--- src/rtl/bcd_time_pkg.sv ---
// rtl/bcd_time_pkg.sv - shared BCD timekeeping constants and helper functions
package bcd_time_pkg;

  localparam logic [7:0] HOUR_MAX = 8'h23;
  localparam logic [7:0] NOON     = 8'h12;
  localparam logic [7:0] MIN_MAX  = 8'h59;

  // True when both nibbles hold a decimal digit.
  function automatic logic bcd_valid(input logic [7:0] b);
    return (b[7:4] <= 4'd9) && (b[3:0] <= 4'd9);
  endfunction

  // BCD h + 12, used for 01..11 PM -> 13..23.
  function automatic logic [7:0] bcd_add12(input logic [7:0] h);
    logic [4:0] u;
    logic [3:0] t;
    u = {1'b0, h[3:0]} + 5'd2;
    t = h[7:4] + 4'd1;
    if (u > 5'd9) begin
      u = u - 5'd10;
      t = t + 4'd1;
    end
    return {t, u[3:0]};
  endfunction

  // BCD h - 12, used for 13..23 -> 01..11.
  function automatic logic [7:0] bcd_sub12(input logic [7:0] h);
    logic [3:0] u;
    logic [3:0] t;
    if (h[3:0] >= 4'd2) begin
      u = h[3:0] - 4'd2;
      t = h[7:4] - 4'd1;
    end else begin
      u = h[3:0] + 4'd8;
      t = h[7:4] - 4'd2;
    end
    return {t, u};
  endfunction

  // Next 24h BCD hour; 23 wraps to 00.
  function automatic logic [7:0] bcd_hour_inc(input logic [7:0] h);
    logic [7:0] n;
    if (h == HOUR_MAX) begin
      n = 8'h00;
    end else if (h[3:0] == 4'd9) begin
      n = {h[7:4] + 4'd1, 4'd0};
    end else begin
      n = {h[7:4], h[3:0] + 4'd1};
    end
    return n;
  endfunction

endpackage

--- src/rtl/hour_fmt_conv.sv ---
// rtl/hour_fmt_conv.sv - combinational 24h hour to 24h/12h display conversion
module hour_fmt_conv
  import bcd_time_pkg::*;
(
  input  logic [7:0] h24,
  input  logic       mode_12h,
  output logic [7:0] q_out,
  output logic       pm
);

  // Map the stored 24h hour onto the selected display format.
  always_comb begin
    q_out = h24;
    pm    = 1'b0;
    if (mode_12h) begin
      if (h24 == 8'h00) begin
        q_out = NOON;
      end else if (h24 == NOON) begin
        pm    = 1'b1;
      end else if (h24 > NOON) begin
        q_out = bcd_sub12(h24);
        pm    = 1'b1;
      end
    end
  end

endmodule

--- src/rtl/bcd_hour24.sv ---
// rtl/bcd_hour24.sv - BCD hours counter with 24h/12h display, load validation and day carry
module bcd_hour24
  import bcd_time_pkg::*;
#(
  parameter logic [7:0] RESET_HOUR = 8'h00
) (
  input  logic       clk,
  input  logic       reset,
  input  logic [7:0] data,
  input  logic       load,
  input  logic       load_pm,
  input  logic       c_in,
  input  logic       mode_12h,
  output logic [7:0] q_out,
  output logic       pm,
  output logic       c_out,
  output logic       load_err
);

  logic [7:0] h24_q, h24_d;
  logic       load_err_q, load_err_d;

  logic [7:0] load_h24;
  logic       load_ok;
  logic [7:0] chk_q;
  logic       chk_pm;

  // Candidate 24h value for a load, before validation.
  always_comb begin
    load_h24 = data;
    if (mode_12h) begin
      if (data == NOON) begin
        load_h24 = load_pm ? NOON : 8'h00;
      end else if (load_pm) begin
        load_h24 = bcd_add12(data);
      end
    end
  end

  // Converting the candidate back to 12h must reproduce the requested hour and AM/PM.
  hour_fmt_conv u_load_chk (
    .h24      (load_h24),
    .mode_12h (1'b1),
    .q_out    (chk_q),
    .pm       (chk_pm)
  );

  // Accept only legal BCD hours for the active format.
  always_comb begin
    load_ok = 1'b0;
    if (bcd_valid(data)) begin
      if (mode_12h) begin
        load_ok = (data >= 8'h01) && (data <= NOON) &&
                  (chk_q == data) && (chk_pm == load_pm);
      end else begin
        load_ok = (data <= HOUR_MAX);
      end
    end
  end

  // Next state: load beats c_in; a rejected load still swallows c_in.
  always_comb begin
    h24_d      = h24_q;
    load_err_d = 1'b0;
    if (load) begin
      if (load_ok) begin
        h24_d = load_h24;
      end else begin
        load_err_d = 1'b1;
      end
    end else if (c_in) begin
      h24_d = bcd_hour_inc(h24_q);
    end
  end

  // State registers with asynchronous reset.
  always_ff @(posedge clk or posedge reset) begin
    if (reset) begin
      h24_q      <= RESET_HOUR;
      load_err_q <= 1'b0;
    end else begin
      h24_q      <= h24_d;
      load_err_q <= load_err_d;
    end
  end

  hour_fmt_conv u_disp (
    .h24      (h24_q),
    .mode_12h (mode_12h),
    .q_out    (q_out),
    .pm       (pm)
  );

  assign c_out    = c_in & ~load & (h24_q == HOUR_MAX);
  assign load_err = load_err_q;

endmodule

--- config.mk ---
export PLATFORM = sky130hd
export DESIGN_NAME = bcd_hour24
export DESIGN_NICKNAME = d
export VERILOG_FILES = /design/src/rtl/bcd_time_pkg.sv /design/src/rtl/hour_fmt_conv.sv /design/src/rtl/bcd_hour24.sv
export SDC_FILE = /design/constraint.sdc
export NUM_CORES = 1
export LEC_CHECK = 0
export ABC_CLOCK_PERIOD_IN_PS = 2100
export CAP_MARGIN = 20
export CORE_ASPECT_RATIO = 1.1
export CORE_MARGIN = 1.5
export CORE_UTILIZATION = 40
export CTS_CLUSTER_DIAMETER = 60
export DETAILED_ROUTE_END_ITERATION = 7
export HOLD_SLACK_MARGIN = 0.05
export PLACE_DENSITY = 0.65
export SLEW_MARGIN = 30
export SYNTH_ARGS = -nofsm -noshare
export SYNTH_HDL_FRONTEND = slang
export SYNTH_SLANG_ARGS = --single-unit
export TNS_END_PERCENT = 100
--- constraint.sdc ---
create_clock -name clk -period 2.1 [get_ports clk]
set_input_delay 0.315 -clock clk [delete_from_list [all_inputs] [get_ports clk]]
set_output_delay 0.315 -clock clk [all_outputs]
set_load 0.02 [all_outputs]
# Word-level counts from Yosys, hierarchy flattened
# Cells that the tools add are included.
# Widths: inputs -> output; s select.
dict set report word_totals {
  regBits 9
  input_bits 14
  wordCells 81
  out_inout_bits 11
}
dict set report classes {
  n_reduce_logical 10
  eq_ne 8
  muxes 33
  addsub 14
  bitwise_logic 3
  n_lt_le_gt_ge 10
}
# op count
set ops {}
lappend ops {{$mux 8} 15}
lappend ops {{$eq 8x5->1 const B} 3}
lappend ops {{$mux 4} 6}
lappend ops {{$add 4x1->4 const B} 4}
lappend ops {{$gt 8x5->1 const B} 2}
lappend ops {{$logic_not 8->1} 2}
lappend ops {{$sub 4x2->4 const B} 4}
lappend ops {{$mux 1} 11}
lappend ops {{$add 4x4->4 const B} 2}
lappend ops {{$eq 8x6->1 const B} 1}
lappend ops {{$eq 8x8->1} 1}
lappend ops {{$ge 4x2->1 const B} 2}
lappend ops {{$ge 8x1->1 const B} 1}
lappend ops {{$le 4x4->1 const B} 2}
lappend ops {{$le 8x5->1 const B} 1}
lappend ops {{$le 8x6->1 const B} 1}
lappend ops {{$sub 4x1->4 const B} 2}
lappend ops {{$add 4x2->5 const B} 1}
lappend ops {{$gt 5x4->1 const B} 1}
lappend ops {{$mux 5} 1}
lappend ops {{$eq 4x4->1 const B} 1}
lappend ops {{$logic_and 1x1->1} 4}
lappend ops {{$sub 4x4->4 const B} 1}
lappend ops {{$reduce_and 3->1} 1}
lappend ops {{other kinds (7)} 8}

# Logic depth before layout (Yosys ltp)
dict set report logic_depth {
  depth_word 18
  depth_mapped 20
  mapped_depth_nobuf 18
}

# By module
# Synthesis repeated with hierarchy kept, for this count alone.
dict set report hier_totals {
  cells_unflattened 303
  area_unflattened_um2 2303.5
}
# module n_inst seq_area_each_um2 area_per_inst_um2 cells_per_inst
set modules_own_cells {}
lappend modules_own_cells {bcd_hour24 1 225.2 1422.6 185}
lappend modules_own_cells {hour_fmt_conv 2 0.0 440.4 59}

# Worst setup path before layout
# OpenSTA, ideal clock, no wires.
dict set report synth_timing {
  kind {in2reg}
  start {input port data[4]}
  end {register h24_q[2]}
  path_slack_ns -1.817
  required_time_ns 1.979
  n_path_buf 2
  arrival_time_ns 3.796
  cell_stages 19
  setup_time_ns 0.121
  path_cell_list {clkbuf_1 > inv_1 > ha_1 > nor2b_1 > a311o_1 > a211oi_4 > inv_1 > ha_1 > inv_1 > o21ai_0 > nor2_1 > a21oi_1 > a211oi_1 > o22ai_1 > nor4b_2 > a211o_2 > buf_6 > nand2_2 > a22o_1}
}
dict set report synth_between {
  elab_chain_cells 18
  word_cells_on_any_way 39
  cone_classes {add/sub (6); order compare (6); eq/ne (5); mux (16); reduce/logical (6)}
}
# item line_no
set synth_lines {}
lappend synth_lines {{start, declared} bcd_hour24.sv:9} ;# input logic [7:0] data,
lappend synth_lines {{$add 4x1->4} bcd_time_pkg.sv:18} ;# t = h[7:4] + 4'd1;
lappend synth_lines {{$add 4x1->4} bcd_time_pkg.sv:21} ;# t = t + 4'd1;
lappend synth_lines {{$mux 4} bcd_time_pkg.sv:19} ;# if (u > 5'd9) begin
lappend synth_lines {{$mux 8} bcd_hour24.sv:34} ;# end else if (load_pm) begin
lappend synth_lines {{$mux 8} bcd_hour24.sv:32} ;# if (data == NOON) begin
lappend synth_lines {{$mux 8} bcd_hour24.sv:31} ;# if (mode_12h) begin
lappend synth_lines {{$sub 4x2->4 / $sub 4x1->4 (equally long branches)} {bcd_time_pkg.sv:35, bcd_time_pkg.sv:32}}
lappend synth_lines {{$mux 4} bcd_time_pkg.sv:30} ;# if (h[3:0] >= 4'd2) begin
lappend synth_lines {{[2 not listed]} n/a}
lappend synth_lines {{$mux 8} hour_fmt_conv.sv:16} ;# if (h24 == 8'h00) begin
lappend synth_lines {{$eq 8x8->1} bcd_hour24.sv:54} ;# (chk_q == data) && (chk_pm == load_pm);
lappend synth_lines {{$logic_and 1x1->1} bcd_hour24.sv:53} ;# load_ok = (data >= 8'h01) && (data <= NOON) &&
lappend synth_lines {{$logic_and 1x1->1} bcd_hour24.sv:54}
lappend synth_lines {{$mux 1} bcd_hour24.sv:52} ;# if (mode_12h) begin
lappend synth_lines {{$mux 1} bcd_hour24.sv:51} ;# if (bcd_valid(data)) begin
lappend synth_lines {{$ne 2x1->1 (no line)} n/a}
lappend synth_lines {{$reduce_and 2->1 (no line)} n/a}
lappend synth_lines {{end signal, assigned} bcd_hour24.sv:79} ;# h24_q <= RESET_HOUR;
lappend synth_lines {{end signal, assigned} bcd_hour24.sv:82} ;# h24_q <= h24_d;
lappend synth_lines {{end, declared} bcd_hour24.sv:20} ;# logic [7:0] h24_q, h24_d;
# Parallel ways exist; a longest one is shown, timed or not. The select of a mux whose other input is x is not followed.
# A chain may end at the register's enable or synchronous reset.

# Worst setup path in the final report
dict set report layout_timing {
  start {input port data[1]}
  end {register h24_q[3]}
}
dict set report layout_between {
  elab_chain_cells 18
  word_cells_on_any_way 41
  cone_classes {add/sub (6); order compare (7); eq/ne (5); mux (17); reduce/logical (6)}
}
# item line_no
set layout_lines {}
lappend layout_lines {{$add 4x2->5} bcd_time_pkg.sv:17} ;# u = {1'b0, h[3:0]} + 5'd2;
lappend layout_lines {{$sub 4x4->4 / $gt 5x4->1 (equally long branches)} {bcd_time_pkg.sv:20, bcd_time_pkg.sv:19}}
lappend layout_lines {{$mux 4} bcd_time_pkg.sv:19}
lappend layout_lines {{$mux 8} bcd_hour24.sv:34}
lappend layout_lines {{$mux 8} bcd_hour24.sv:32}
lappend layout_lines {{$mux 8} bcd_hour24.sv:31}
lappend layout_lines {{$add 4x4->4 (tied with other cells)} bcd_time_pkg.sv:34} ;# u = h[3:0] + 4'd8;
lappend layout_lines {{$mux 4} bcd_time_pkg.sv:30}
lappend layout_lines {{[2 not listed]} n/a}
lappend layout_lines {{$mux 8} hour_fmt_conv.sv:16}
lappend layout_lines {{$eq 8x8->1} bcd_hour24.sv:54}
lappend layout_lines {{$logic_and 1x1->1} bcd_hour24.sv:53}
lappend layout_lines {{$logic_and 1x1->1} bcd_hour24.sv:54}
lappend layout_lines {{$mux 1} bcd_hour24.sv:52}
lappend layout_lines {{$mux 1} bcd_hour24.sv:51}
lappend layout_lines {{$ne 2x1->1 (no line)} n/a}
lappend layout_lines {{$reduce_and 2->1 (no line)} n/a}
# Parallel ways exist; a longest one is shown, timed or not. The select of a mux whose other input is x is not followed.

==> run_results.csv <==
group,metric,value,unit
synthesis,synth_seq_cells,9,
place,dpl.hpwl,6.63,mm
drt,firstDrtPassIters,5,
layout,fin_nets,505,
place,post-place-cells,503,
synthesis,synthSimpleGateAreaFrac,0.311,
drt,drt_iter0_drc,302,
place,routabilityCongestion,0.955,
outcome,violations,"setup timing",
sta,finalHoldViolCount,0,
synthesis,synth_edf_count,0,
drt,ant_nets,0,
setup_path,cp_cell_sequence,"buf_12 -> ha_4 -> buf_6 -> nand4b_1 -> a22oi_2 -> buf_4 -> nor3_4 -> buf_4 -> mux2_4 -> o21a_4 -> buf_4 -> a211oi_4 -> mux2i_1 -> a41oi_2 -> nor4b_4 -> a211o_4 -> a21bo_1 -> a22o_1",
clock_tree,worstSkewPairLatency,0.23,ns
setup_path,crit_arrival,3.80,ns
floorplanning,die-area,6210,um2
synthesis,seq_area_frac_synth,0.0979,
synthesis,synth_fa_ha_area_frac,0.114,
global_routing,overflow,0,
global_routing,grtUsageTotal,0.312,
synthesis,async_flop_share,1.00,
drt,viasPerCell,6.27,
setup_path,cpMaxStageDelayCell,"mux2_4",
power_and_ir_drop,total_power,0.00244,W
layout,n_antenna_cell,0,
sta,max_freq,272,MHz
sta,slew_headroom,0.646,
synthesis,synthFlopType,"dfrtp_1",
setup_path,crit_required,2.22,ns
synthesis,ys_warn_count,0,
synthesis,synth_cell_types,75,
synthesis,netlist_top_cells_count,"nand2_1 (30), a21oi_1 (24), inv_1 (24), nor2_1 (24), ha_1 (21)",
global_routing,grt_pass1_vias,3057,
layout,fillers,331,
floorplanning,core,5470,um2
clock_tree,cts_root_buf,"clkbuf_8",
clock_tree,cts_tree,"yes",
layout,stdcell_area,4350,um2
sta,worst_slew_pin_slew,0.528,ns
drt,via_count,3413,
sta,setup_viol,16,
drt,wirelength,10.8,mm
synthesis,mappedNetlistArea,2300,um2
sta,finalSetupTns,-14.83,ns
setup_path,critPathMaxStageDelay,0.32,ns
power_and_ir_drop,power.leakage,1.90,nW
drt,route.detailed.drc,0,
outcome,status,"complete, but fails checks",
run,maxCapViolCount,0,
setup_path,start_kind,"input port",
sta,fin_crit_sh,1.75,
sta,period_minus_slack,3.68,ns
synthesis,yosysMostFrequentCell,"nand2_1",
floorplanning,initial_core_util,0.421,
clock_tree,ctsLongestPathBuffers,2,
setup_path,endpoint_kind,"flop",
synthesis,netlist_instances,317,
clock_tree,cts.clk_slew.worst_paths,0.04,ns
layout,multi_input_area,2490,um2
synthesis,synth_top_family_by_area,"compound AO/OA/AOI/OAI gates",
setup_path,crit_top_cell,"buf_4",
setup_path,worstSetupPathType,"in -> reg",
synthesis,yosys.area_share.xor_xnor,0.0152,
clock_tree,cts.sinks,9,
clock_tree,htree_levels,1,
floorplanning,die_height,82.5,um
layout,register_area,225,um2
layout,fin_cells,544,
power_and_ir_drop,powerDensity,560,nW/um2
floorplanning,rows,28,
drt,wl_per_cell,19.9,um
place,port_buffers,24,
floorplanning,ios,25,
synthesis,synthMuxAreaShare,0.0310,
floorplanning,fp.dieW,75.3,um
power_and_ir_drop,ir_drop,0.558,mV
clock_tree,cts_buffers,3,
place,place_worst_setup_slack,-2.38,ns
synthesis,synth_top_area_share,0.114,
sta,fin_skew,0.00117,ns
synthesis,synth_compound_area_frac,0.346,
place,placed_area,3450,um2
sta,setup_slack,-1.58,ns
clock_tree,cts_hold_buf,0,
global_routing,grt_pass1_wl,14.9,mm
global_routing,antenna_found_initial,0,
sta,slew_viol_final,0,
synthesis,synth.largest_area_cell,"ha_1",
synthesis,syn_nets,352,
synthesis,synthTopCellsByArea,"ha_1 (11%), dfrtp_1 (9.8%), a21oi_1 (5.2%)",
worst_hold_path,hold_class,"in -> async",
layout,drive_gt1_frac,0.586,
setup_path,critPathMaxFanout,8,
global_routing,grt_max_degree,17,
sta,grt_setup_unrepaired,"yes",
synthesis,syn_avg_cell_area,7.25,um2
layout,synthToLayoutAreaGrowth,89.2,%
## path summary, 6_finish.rpt
| kind | slack, ns | from | cells after the start | to |
|---|---|---|---|---|
| hold / removal | 0.33 | reset | 2 | h24_q[0] |
| setup reg to reg | -0.10 | h24_q[4] | 11 | h24_q[1] |
| min in group clk | 0.67 | h24_q[2] | 2 | h24_q[2] |
| max in group asynchronous | 1.53 | reset | 2 | load_err |
| hold reg to reg | 0.67 | h24_q[2] | 2 | h24_q[2] |
| setup / recovery | -1.58 | data[1] | 18 | h24_q[3] |
## cell families after synthesis
kind of cell,count (synthesis)
and+or+nand+nor,127
AOI/OAI and AO/OA,105
buffers and inverters,44
adders and majority gates,21
DFF,9
muxes,7
xor gates and xnor gates,4
## state kept, by name, summed over array words and instances, names as in the netlist
name,cells
load_err,1
h24_q,8
## worst max-delay path: cells and delay by family
family / cells / cell delay [ns]
buffers and inverters: 5 / 0.71
adder cells (fa/ha/maj): 1 / 0.16
AND/OR/NAND/NOR: 3 / 0.74
multiplexers: 2 / 0.44
AO/OA/AOI/OAI: 7 / 1.42
## cell type report
type	count	share of cell area
inverters	25	0.0247
clock buffers	4	0.0104
repair buffers	167	0.319
multi-input cells	264	0.572
well taps	75	0.0216
flip-flops and latches	9	0.0518
## placed cells by master (no fill, tap or decap), types with 6 or more instances in the layout
master / count
ha_1: 12
a21oi_2: 8
inv_1: 14
nand2_1: 24
dfrtp_1: 9
buf_6: 28
o21ai_2: 7
nand3_1: 7
a22o_1: 8
nor2_1: 20
inv_2: 6
ha_4: 9
a21oi_1: 16
buf_4: 124
## where the power goes
part           total [W]  internal [W]  leakage, nW  switching (W)
clock network   0.000200      0.000132       0.0228      0.0000680
registers       0.000240      0.000211        0.109      0.0000289
logic            0.00199      0.000974         1.77        0.00102
total            0.00244       0.00132         1.90        0.00112
## per-stage QoR
stage | hold WS (ns) | utilization
finish | 0.333 | 0.796
global route | 0.381 | 0.796
CTS | 0.350 | 0.755
detailed placement | 0.593 | 0.631
global placement | 0.587 | 0.631
floorplan | 0.143 | -
## repair_timing
action | CTS | global route
gates cloned | 1 | 0
setup endpoints to repair | 18 | 18
gates resized for setup | 189 | 41
pin swaps | 51 | 40
setup buffers | 24 | 17
## layer usage
metal | vias up | GRT usage | part of all wire
met1 | 1616 | 0.415 | 0.39
met3 | 69 | 0.0158 | 0.078
met5 | - | 0 | 0
li1 | 1482 | - | -
met4 | 0 | 0.141 | 0.060
met2 | 246 | 0.515 | 0.48
Power figures use the tool's default switching activity.
